$ cat config.mk
export PLATFORM = sky130hd
export DESIGN_NAME = adder_seq_wide
export DESIGN_NICKNAME = d
export VERILOG_FILES = /design/src/rtl/adder_seq_pkg.sv /design/src/rtl/adder_seq_wide.sv
export SDC_FILE = /design/constraint.sdc
export NUM_CORES = 1
export LEC_CHECK = 0
export BUFFER_PORTS_ARGS = -buffer_cell sky130_fd_sc_hd__buf_2
export CAP_MARGIN = 5
export CORE_ASPECT_RATIO = 1.75
export CORE_UTILIZATION = 40
export CTS_CLUSTER_DIAMETER = 120
export DETAILED_ROUTE_END_ITERATION = 7
export PLACE_DENSITY = 0.6
export SYNTH_ARGS = -nofsm -noshare
export SYNTH_HDL_FRONTEND = slang
export SYNTH_SLANG_ARGS = --single-unit
$ cat constraint.sdc
create_clock -name clk -period 2.8 [get_ports clk]
set_input_delay 0.14 -clock clk [delete_from_list [all_inputs] [get_ports clk]]
set_output_delay 0.14 -clock clk [all_outputs]
set_load 0.02 [all_outputs]
$ cat src/rtl/adder_seq_pkg.sv
// rtl/adder_seq_pkg.sv - shared types and sizing helpers for the wide-operand adder sequencer
package adder_seq_pkg;

    localparam int SLICE_W = 16;

    typedef enum logic [1:0] {
        IDLE  = 2'd0,
        ISSUE = 2'd1,
        WAIT  = 2'd2,
        DONE  = 2'd3
    } seq_state_t;

    // Width able to index n slices (or hold counts below n); never narrower than one bit.
    function automatic int idx_width(input int n);
        return (n <= 2) ? 1 : $clog2(n);
    endfunction

endpackage

$ cat src/rtl/adder_seq_wide.sv
// rtl/adder_seq_wide.sv - sequences WORDS x 16-bit slices through a registered adder; optional subtract via ADDER_SEQ_SUB_EN
module adder_seq_wide
    import adder_seq_pkg::*;
#(
    parameter int WORDS   = 4,
    parameter int ADD_LAT = 1
) (
    input  logic                       clk,
    input  logic                       rst_n,
    input  logic                       in_valid,
    output logic                       in_ready,
    input  logic [SLICE_W*WORDS-1:0]   in_a,
    input  logic [SLICE_W*WORDS-1:0]   in_b,
    input  logic                       in_cin,
`ifdef ADDER_SEQ_SUB_EN
    input  logic                       in_sub,
`endif
    output logic                       res_valid,
    input  logic                       res_ready,
    output logic [SLICE_W*WORDS-1:0]   res_sum,
    output logic                       res_cout,
    output logic                       res_ovf,
    output logic [SLICE_W-1:0]         add_a,
    output logic [SLICE_W-1:0]         add_b,
    output logic                       add_cin,
    input  logic [SLICE_W-1:0]         add_sum,
    input  logic                       add_cout,
    input  logic                       add_ovf
);

    localparam int W     = SLICE_W * WORDS;
    localparam int IDX_W = idx_width(WORDS);
    localparam int CNT_W = idx_width(ADD_LAT + 1);

    seq_state_t         state;
    logic [IDX_W-1:0]   idx;
    logic [IDX_W-1:0]   idx_nxt;
    logic [CNT_W-1:0]   cnt;
    logic [W-1:0]       a_lat;
    logic [W-1:0]       b_lat;
    logic [W-1:0]       b_eff;
    logic               cin_eff;

    // Subtraction is folded in at acceptance: store ~b and force slice-0 carry-in to 1.
`ifdef ADDER_SEQ_SUB_EN
    assign b_eff   = in_sub ? ~in_b : in_b;
    assign cin_eff = in_sub | in_cin;
`else
    assign b_eff   = in_b;
    assign cin_eff = in_cin;
`endif

    assign idx_nxt = idx + 1'b1;

    // Sequencer FSM and datapath: accept, issue each slice, wait out adder latency, collect, return.
    always_ff @(posedge clk or negedge rst_n) begin
        if (!rst_n) begin
            state     <= IDLE;
            idx       <= '0;
            cnt       <= '0;
            a_lat     <= '0;
            b_lat     <= '0;
            in_ready  <= 1'b0;
            res_valid <= 1'b0;
            res_sum   <= '0;
            res_cout  <= 1'b0;
            res_ovf   <= 1'b0;
            add_a     <= '0;
            add_b     <= '0;
            add_cin   <= 1'b0;
        end else begin
            case (state)
                IDLE: begin
                    if (!in_ready) begin
                        in_ready <= 1'b1;
                    end else if (in_valid) begin
                        a_lat    <= in_a;
                        b_lat    <= b_eff;
                        add_a    <= in_a[SLICE_W-1:0];
                        add_b    <= b_eff[SLICE_W-1:0];
                        add_cin  <= cin_eff;
                        idx      <= '0;
                        in_ready <= 1'b0;
                        state    <= ISSUE;
                    end
                end
                ISSUE: begin
                    cnt   <= CNT_W'(ADD_LAT);
                    state <= WAIT;
                end
                WAIT: begin
                    if (cnt == CNT_W'(1)) begin
                        cnt <= '0;
                        res_sum[int'(idx)*SLICE_W +: SLICE_W] <= add_sum;
                        if (idx == IDX_W'(WORDS - 1)) begin
                            res_cout  <= add_cout;
                            res_ovf   <= add_ovf;
                            res_valid <= 1'b1;
                            state     <= DONE;
                        end else begin
                            idx     <= idx_nxt;
                            add_a   <= a_lat[int'(idx_nxt)*SLICE_W +: SLICE_W];
                            add_b   <= b_lat[int'(idx_nxt)*SLICE_W +: SLICE_W];
                            add_cin <= add_cout;
                            state   <= ISSUE;
                        end
                    end else begin
                        cnt <= cnt - 1'b1;
                    end
                end
                DONE: begin
                    if (res_ready) begin
                        res_valid <= 1'b0;
                        in_ready  <= 1'b1;
                        state     <= IDLE;
                    end
                end
                default: state <= IDLE;
            endcase
        end
    end

endmodule

# After elaboration in Yosys (flattened, before gate mapping)

Index checks and enable logic that the tools add are counted.

Input port bits: 151
Flip-flop bits (word level): 234

Reductions and logical operators: 12
$add $sub $neg: 3
Shift operators: 4
Equality and inequality tests: 10
Multiplexer cells: 37

Operators by type and width:

| cell                                                                     | number |
|---|---|
| 16-bit two-way mux                                                       | 8 |
| 64-bit by 7-bit variable part select with 16-bit output                  | 2 |
| 64-bit bitwise mux                                                       | 1 |
| 16-bit case mux with 2 select lines                                      | 2 |
| 16-bit by 33-bit variable shift with 64-bit output, first input constant | 1 |
| 16-bit by 33-bit variable part select with 64-bit output                 | 1 |
| 6-bit negation with 33-bit output                                        | 1 |
| 2-bit two-way mux                                                        | 9 |
| 2-bit inequality test, second input constant                             | 6 |
| 1-bit two-way mux                                                        | 11 |
| 1-bit case mux with 2 select lines                                       | 4 |
| 2-bit case mux with 4 select lines                                       | 1 |
| 4-bit AND reduction                                                      | 2 |
| 2-bit nonzero test                                                       | 4 |
| 2-bit == test, second input constant                                     | 3 |
| 3-bit AND reduction                                                      | 2 |
| 5-bit AND reduction                                                      | 1 |
| 2-bit case mux with 2 select lines                                       | 1 |
| 2-bit AND reduction                                                      | 2 |
| 2-bit by 1-bit adder with 2-bit output, second input constant            | 1 |
| 2-bit by 1-bit == test with 1-bit output, second input constant          | 1 |
| 2-bit logical NOT                                                        | 1 |
| 1-bit subtractor, second input constant                                  | 1 |

# Depth between registers and ports, before layout

Gate-level depths: netlist of run 1.

Depth after elaboration: 5
Depth in mapped cells: 9
Mapped depth without buffers: 6

# Least setup slack after synthesis of run 1

OpenSTA, ideal clock, no wires.

Path kind: reg2reg
Start point: reg idx[0]
End point: reg res_sum[18]
Stages on the path, launching flop included: 10
Setup slack: 710 ps
Arrival time: 1969 ps
Path through: dfrtp_1 > buf_4 > inv_1 > ha_1 > and4b_1 > and3_1 > buf_2 > nor2b_1 > buf_2 > a22o_1

Longest elaborated chain between the ends: 3
Elaborated cells between the ends (all ways): 4
Those cells by class: add/sub (1); shift (2); mux (1)

Ends and longest elaborated chain:

| what                                                                                                                                  | RTL line              | source |
|---|---|---|
| start, declared                                                                                                                       | adder_seq_wide.sv:36  | `logic [IDX_W-1:0] idx;` |
| start signal, assigned                                                                                                                | adder_seq_wide.sv:101 | `idx <= idx_nxt;` |
| 6-bit negation with 33-bit output (*)                                                                                                 | adder_seq_wide.sv:94  | `res_sum[int'(idx)*SLICE_W +: SLICE_W] <= add_sum;` |
| 16-bit by 33-bit variable part select with 64-bit output / 16-bit by 33-bit variable shift with 64-bit output (equally long branches) | adder_seq_wide.sv:94  |  |
| 64-bit bitwise mux (*)                                                                                                                | adder_seq_wide.sv:94  |  |
| end signal, assigned by index                                                                                                         | adder_seq_wide.sv:94  |  |
| end, declared                                                                                                                         | adder_seq_wide.sv:20  | `output logic [SLICE_W*WORDS-1:0] res_sum,` |

Mark *: on every way between the ends. The rest lies on a longest branch, timed or not.
A chain may end at the register's enable or synchronous reset.

# Final worst setup path of run 1

Start point: reg idx[0]
End point: reg res_sum[59]

Same word-level chain as after synthesis.

==> flow_summary_export.csv, run 1 <==
group,metric,value,unit
synthesis,synth-seq-area-share,57.3,%
pwr,power_density,1130,nW/um2
floorplanning,dieArea,26200,um2
final_layout,final_cell_area,14200,um2
cts,clockBufferDepth,3,
global_routing,grt_use_total,21.5,%
cts,numCtsBuffers,23,
routing,drc,0,
global_routing,grtUsageMet1,24.1,%
pwr,net-switching-power,5.62,mW
synthesis,synth_warnings,0,
setup_path,required,3.25,ns
floorplanning,ioPinCount,252,
global_routing,first_global_vias,7896,
global_routing,grt.overflow.total,0,
floorplanning,core,25100,um2
floorplanning,rows,77,
synthesis,synth_ff_type,"dfrtp_1",
sta,skew,0.00995,ns
routing,viasPerCell,5.12,
synthesis,synth-adder-area-share,1.10,%
pwr,p_leak,6.67,nW
placed_design,place_area,11900,um2
final_layout,final_cell_mix,"250 x buf_2, 233 x dfrtp_1, 149 x dlygate4sd3_1",
final_layout,drive_above_1_share,42.1,%
sta,finalCritPeriodShare,84.2,%
routing,firstDrtPassIters,4,
final_layout,layout_commonest_cell,"buf_2",
global_routing,grt_max_degree,99,
setup_path,crit_chain,"inv_1 > ha_2 > and4b_1 > and3b_1 > nor2b_1 > a22o_1",
cts,holdBufCountCts,149,
routing,drt-total-wl,27.5,mm
pwr,swShare,35.0,%
global_routing,grtUsageMet2,39.4,%
final_layout,nFillCells,2026,
synthesis,ys_types,34,
synthesis,synth.area.mux_share,24.6,%
sta,layout_min_cycle_time,2.36,ns
routing,wl_per_cell,18.8,um
pwr,clock_power_share,20.7,%
synthesis,synth-simple-area-share,8.14,%
cts,h-tree-depth,1,
synthesis,synth_cells,731,
synthesis,synth_top_family_by_area,"multiplexers",
cts,root_buffer,"clkbuf_16",
setup_path,cp_slowest_cell,"nor2b_1",
final_layout,diodes,0,
floorplanning,start_util,40.6,%
placed_design,dpl.hpwl,18.2,mm
sta,setup_tns,0,ns
pwr,p_comb_share,41.9,%
pwr,vdd_drop_max,0.635,mV
run_status,status,"finished clean",
synthesis,syn_area,10200,um2
cts,postCtsSetupBuffers,0,
synthesis,syn_nets,891,
cts,clk_pin_slew,0.07,ns
worst_hold_path,hold_path.class,"primary input to asynchronous set/reset pin",
pwr,p_int,10.4,mW
synthesis,avgSynthCellArea,14.0,um2
setup_path,cp_max_fo,13,
sta,max_freq,424,MHz
setup_path,worstSetupEndpointType,"flip-flop",
sta,setup_viol,0,
synthesis,synth-xor-area-share,0,%
flow_run,maxCapViolations,0,
routing,routed-via-count,7492,
cts,clock_latency,0.52,ns
pwr,power_frac_seq,37.4,%
setup_path,cp.arrival,2.81,ns
global_routing,top_usage_layer,"met2",
cts,clock-sinks,234,
synthesis,async_flop_share,100,%
final_layout,fin_cells,1462,
floorplanning,fp.dieW,123,um
sta,hold_viol_final,0,
routing,drt_iter0_markers,265,
cts,cts_tree,"built",
final_layout,fin_nets,1292,
global_routing,antenna_found_initial,0,
setup_path,critPathKind,"flip-flop to flip-flop",
sta,grt_setup_unrepaired,"false",
routing,ant_nets,0,
placed_design,gp_congestion,0.750,
setup_path,critPathLaunchType,"flip-flop",
synthesis,synth_seq_cells,234,
sta,slew_headroom,48.2,%
sta,final-max-slew-violation-count,0,
placed_design,dp.cells,1274,
synthesis,synth-edff-count,0,
final_layout,area_growth,39.1,%
global_routing,use_met3,3.48,%
pwr,power,16.1,mW
sta,worstMarginPinSlew,0.777,ns
cts,cts_resized,0,
global_routing,grt_pass1_wl,43.1,mm
synthesis,synth_compound_area_share,6.40,%
setup_path,slowest_delay,0.59,ns
placed_design,io_buffers,251,
floorplanning,dieHeight,213,um
-- worst paths after layout --
check / cells past startpoint / start / to / slack [ns]
hold reg to reg: 1 / res_sum[16] / res_sum[16] / 0.49
setup / recovery: 6 / idx[0] / res_sum[59] / 0.44
hold / removal: 2 / rst_n / a_lat[27] / 0.22
max in group asynchronous: 3 / rst_n / b_lat[57] / 1.69
setup reg to reg: 6 / idx[0] / res_sum[59] / 0.44
min in group clk: 3 / in_valid / a_lat[23] / 0.33
-- synthesized netlist by cell type, types with 2 or more instances --
| cell type | count | area share, % |
|---|---|---|
| a21oi_1 | 5 | 0.24 |
| a22o_1 | 65 | 5.6 |
| a31oi_1 | 2 | 0.12 |
| and2_1 | 2 | 0.12 |
| and2b_1 | 3 | 0.22 |
| buf_1 | 2 | 0.073 |
| buf_2 | 26 | 1.3 |
| buf_4 | 2 | 0.15 |
| buf_6 | 2 | 0.22 |
| clkbuf_1 | 15 | 0.55 |
| dfrtp_1 | 234 | 57 |
| ha_1 | 9 | 1.1 |
| inv_1 | 5 | 0.18 |
| mux2_2 | 130 | 14 |
| mux2i_1 | 33 | 3.2 |
| mux4_2 | 32 | 7.1 |
| nand2_1 | 71 | 2.6 |
| nand2_4 | 2 | 0.22 |
| nand3_1 | 33 | 1.6 |
| nor2_1 | 4 | 0.15 |
| nor2b_1 | 33 | 2.0 |
| nor3_1 | 2 | 0.098 |
| o21ai_0 | 8 | 0.39 |
-- critical path: cells and delay by family (launching register included) --
kind	cells	cell delay, ns
buffers and inverters	1	0.17
AOI/OAI and AO/OA	1	0.25
DFF	1	0.58
and+or+nand+nor	3	1.04
adders and majority gates	1	0.26
-- state kept, by name, summed over array words and instances, names as in the netlist, 2 cells and up --
name     cells
add_a       16
add_b       16
idx          2
state        2
b_lat       64
a_lat       64
res_sum     64
-- layer usage --
metal / vias to the layer above / routed length, um
met5: - / 0
met4: 0 / 1080
met3: 69 / 1380
met2: 225 / 14800
met1: 3746 / 10300
li1: 3452 / -
-- area by class of cell --
cell class                      instances  area [um2]  area share [%]
Timing Repair Buffer                  423        2990            21.1
Sequential cell                       234        5860            41.2
Multi-Input combinational cell        445        4150            29.2
Clock buffer                           32         659            4.64
Inverter                                5        18.8           0.132
Tap cell                              316         395            2.78
Clock inverter                          7         141           0.994
-- kinds of logic after synthesis --
kind of cell,after synthesis
simple gates,160
buf+inv,52
mux,195
flops,234
fa+ha+maj,9
compound gates,81
-- power groups by stage --
stage	Combinational (mW)	Clock [mW]	Sequential, mW
6_report	6.73	3.33	6.01
5_1_grt	7.31	3.54	6.22
4_1_cts	6.84	3.43	6.00
3_5_place_dp	6.66	0	6.05
3_3_place_gp	6.50	0	6.00
2_1_floorplan	4.00	0	6.60
-- stage by stage --
step / hold slack [ns] / worst slack (ns) / utilization (%)
2_1_floorplan: -0.156 / 0.710 / -
3_3_place_gp: 0.242 / 0.524 / 47.4
3_5_place_dp: 0.245 / 0.433 / 47.4
4_1_cts: 0.286 / 0.407 / 56.5
5_1_grt: 0.324 / 0.221 / 56.5
6_report: 0.222 / 0.443 / 56.5
Note: power is estimated with default switching activity, not from simulation.
==> run 2: changes to the inputs <==
--- a/config.mk
+++ b/config.mk
@@ -5,6 +5,7 @@
 export SDC_FILE = /design/constraint.sdc
 export NUM_CORES = 1
 export LEC_CHECK = 0
+export ABC_AREA = 1
 export BUFFER_PORTS_ARGS = -buffer_cell sky130_fd_sc_hd__buf_2
 export CAP_MARGIN = 5
 export CORE_ASPECT_RATIO = 1.75
==> constraint.sdc (replaced) <==
create_clock -name clk -period 2.2 [get_ports clk]
set_input_delay 0.11 -clock clk [delete_from_list [all_inputs] [get_ports clk]]
set_output_delay 0.11 -clock clk [all_outputs]
set_load 0.02 [all_outputs]
==> run 2 against run 1 <==
Count of clock-buffer cells in the layout grew 2. Die area up 2.7%. Utilization decreased by 0.32 points. Maximum frequency rose by 20%. Design area rose by 2.3%. Wire length grew 11%. Sequential cell count unchanged. Synthesized cell count rose by 48%. Worst hold slack worse by 0.13 ns. Via count grew 21%. Global-route usage increased by 1.4 points. Sequential power up 25%.
==> flow_summary_export.csv, run 2 <==
group,metric,value,unit
run_status,status,"finished clean",
setup_path,worstSetupEndpointType,"flip-flop",
synthesis,synth-seq-area-share,55.8,%
final_layout,final_cell_mix,"344 x nand2_1, 250 x buf_2, 233 x dfrtp_1",
final_layout,fin_util,56.2,%
floorplanning,rows,78,
placed_design,gp_congestion,0.802,
placed_design,io_buffers,251,
routing,drc,0,
floorplanning,dieHeight,216,um
setup_path,cp.arrival,2.39,ns
synthesis,synth_compound_area_share,5.88,%
setup_path,cp_slowest_cell,"nand4_2",
synthesis,synth_cells,1079,
sta,max_freq,510,MHz
synthesis,synth_seq_cells,234,
sta,skew,0.0140,ns
sta,setup_tns,0,ns
global_routing,first_global_vias,9300,
synthesis,synth-edff-count,0,
floorplanning,fp.dieW,124,um
sta,finalCritPeriodShare,89.1,%
routing,routed-via-count,9036,
routing,drt-total-wl,30.5,mm
worst_hold_path,hold_path.class,"primary input to flip-flop",
global_routing,antenna_found_initial,4,
cts,clk_pin_slew,0.06,ns
final_layout,fin_cells,1806,
sta,hold_viol_final,0,
setup_path,critPathKind,"flip-flop to flip-flop",
pwr,power_density,1490,nW/um2
setup_path,critPathLaunchType,"flip-flop",
cts,clockBufferDepth,3,
synthesis,ys_top_cells_by_area,"dfrtp_1 56%, mux2_2 14%, nand2_1 12%, o21ai_0 3.7%, nand3_1 3.2%",
synthesis,synth_top_area_cell,"dfrtp_1",
synthesis,synth_ff_type,"dfrtp_1",
global_routing,grt_use_total,23.0,%
routing,drt_iter0_markers,446,
setup_path,rrSetupSlack,0.24,ns
placed_design,dpl.hpwl,19.7,mm
cts,clock_latency,0.52,ns
synthesis,synth-xor-area-share,0,%
synthesis,async_flop_share,100,%
floorplanning,dieArea,26900,um2
routing,ant_nets,0,
setup_path,crit_chain,"inv_1 > ha_2 > buf_4 > nand4_2 > o21ai_0",
placed_design,dp.cells,1608,
final_layout,drive_above_1_share,30.7,%
floorplanning,core,25900,um2
cts,h-tree-depth,1,
global_routing,grt_pass1_wl,49.2,mm
cts,numCtsBuffers,24,
floorplanning,start_util,40.6,%
routing,firstDrtPassIters,5,
sta,setup_viol,0,
routing,wl_per_cell,16.9,um
synthesis,syn_nets,1239,
cts,cts_tree,"built",
setup_path,required,2.63,ns
global_routing,grt.overflow.total,0,
setup_path,cp_max_fo,34,
sta,layout_min_cycle_time,1.96,ns
pwr,vdd_drop_max,0.841,mV
final_layout,area_growth,38.5,%
synthesis,syn_area,10500,um2
floorplanning,ioPinCount,252,
sta,worstMarginPinSlew,0.553,ns
cts,clock-sinks,234,
flow_run,maxCapViolations,0,
sta,final-max-slew-violation-count,0,
synthesis,synth-simple-area-share,18.7,%
setup_path,slowest_delay,0.42,ns
synthesis,synth.top_cells.by_count,"344 x nand2_1, 234 x dfrtp_1, 129 x mux2_2",
cts,postCtsSetupBuffers,0,
synthesis,yosysMostFrequentCell,"nand2_1",
pwr,p_leak,7.09,nW
global_routing,grt_max_degree,68,
synthesis,synth_top_area_share,55.8,%
final_layout,largestRegisters,"a_lat (64), b_lat (64), res_sum (64)",
synthesis,ys_types,24,
setup_path,path_buf_inv,2,
synthesis,synth_top_family_by_area,"simple AND/OR/NAND/NOR gates",
sta,slew_headroom,63.1,%
setup_path,crit_family,"buffers and inverters",
synthesis,synth-adder-area-share,1.07,%
synthesis,synth.area.mux_share,13.8,%
final_layout,layout_commonest_cell,"nand2_1",
sta,grt_setup_unrepaired,"false",
routing,viasPerCell,5.00,
synthesis,synth_warnings,0,
final_layout,fin_nets,1623,
synthesis,avgSynthCellArea,9.73,um2
cts,root_buffer,"clkbuf_16",
-- run 2: worst min-delay path, delay by kind of cell --
family	cells	cell delay [ns]
simple gates	4	0.36
buf+inv	1	0.12
-- run 2: repair_timing --
action                                 CTS  global route
resized for setup                        0             0
hold buffers                           149             0
endpoints found under the hold margin  443             0
setup endpoints to repair                0             0
-- run 2: cells by family after synthesis --
kind of cell | after synthesis
flip-flops | 234
buffers and inverters | 96
AND/OR/NAND/NOR | 489
adder cells (fa/ha/maj) | 9
AO/OA/AOI/OAI | 122
multiplexers | 129
-- run 2: power breakdown --
group,leakage (nW),internal [mW],switching [mW]
sequential,2.82,6.42,1.10
clock,0.442,2.93,1.76
combinational,3.83,3.85,5.54
total,7.09,13.2,8.41
-- run 2: path summary, 6_finish.rpt --
kind	start	to	cells past startpoint
setup / recovery	state[0]	res_sum[20]	5
hold / removal	in_valid	state[1]	5
setup reg to reg	state[0]	res_sum[20]	5
hold reg to reg	add_b[15]	add_b[15]	2
max in group asynchronous	rst_n	b_lat[53]	3
min in group asynchronous	rst_n	res_sum[43]	2
-- run 2: per-layer routing --
metal	up-vias	wire, um	track usage [%]
li1	4309	-	-
met3	67	1270	2.99
met2	294	16100	41.2
met5	-	0	0
met4	0	1160	10.6
met1	4366	12000	27.1
-- run 2: stage by stage --
stage | hold WS, ns | setup WS [ns] | power, mW | area (um2)
3_5_place_dp | 0.0909 | 0.232 | 16.8 | 12100
6_report | 0.0940 | 0.239 | 21.6 | 14500
4_1_cts | 0.0821 | 0.214 | 21.8 | 14500
5_1_grt | 0.151 | 0.0213 | 23.2 | 14500
3_3_place_gp | 0.0931 | 0.293 | 16.6 | 12100
2_1_floorplan | -0.186 | 0.172 | 13.8 | 10500
-- run 2: layout make-up --
type	instances	area (um2)
fill	2276	11300
timing repair buffer	422	3060
sequential	234	5860
multi-input combinational	749	4180
clock inverter	10	214
inverter	32	120
antenna	5	12.5
clock buffer	34	699
tap	320	400
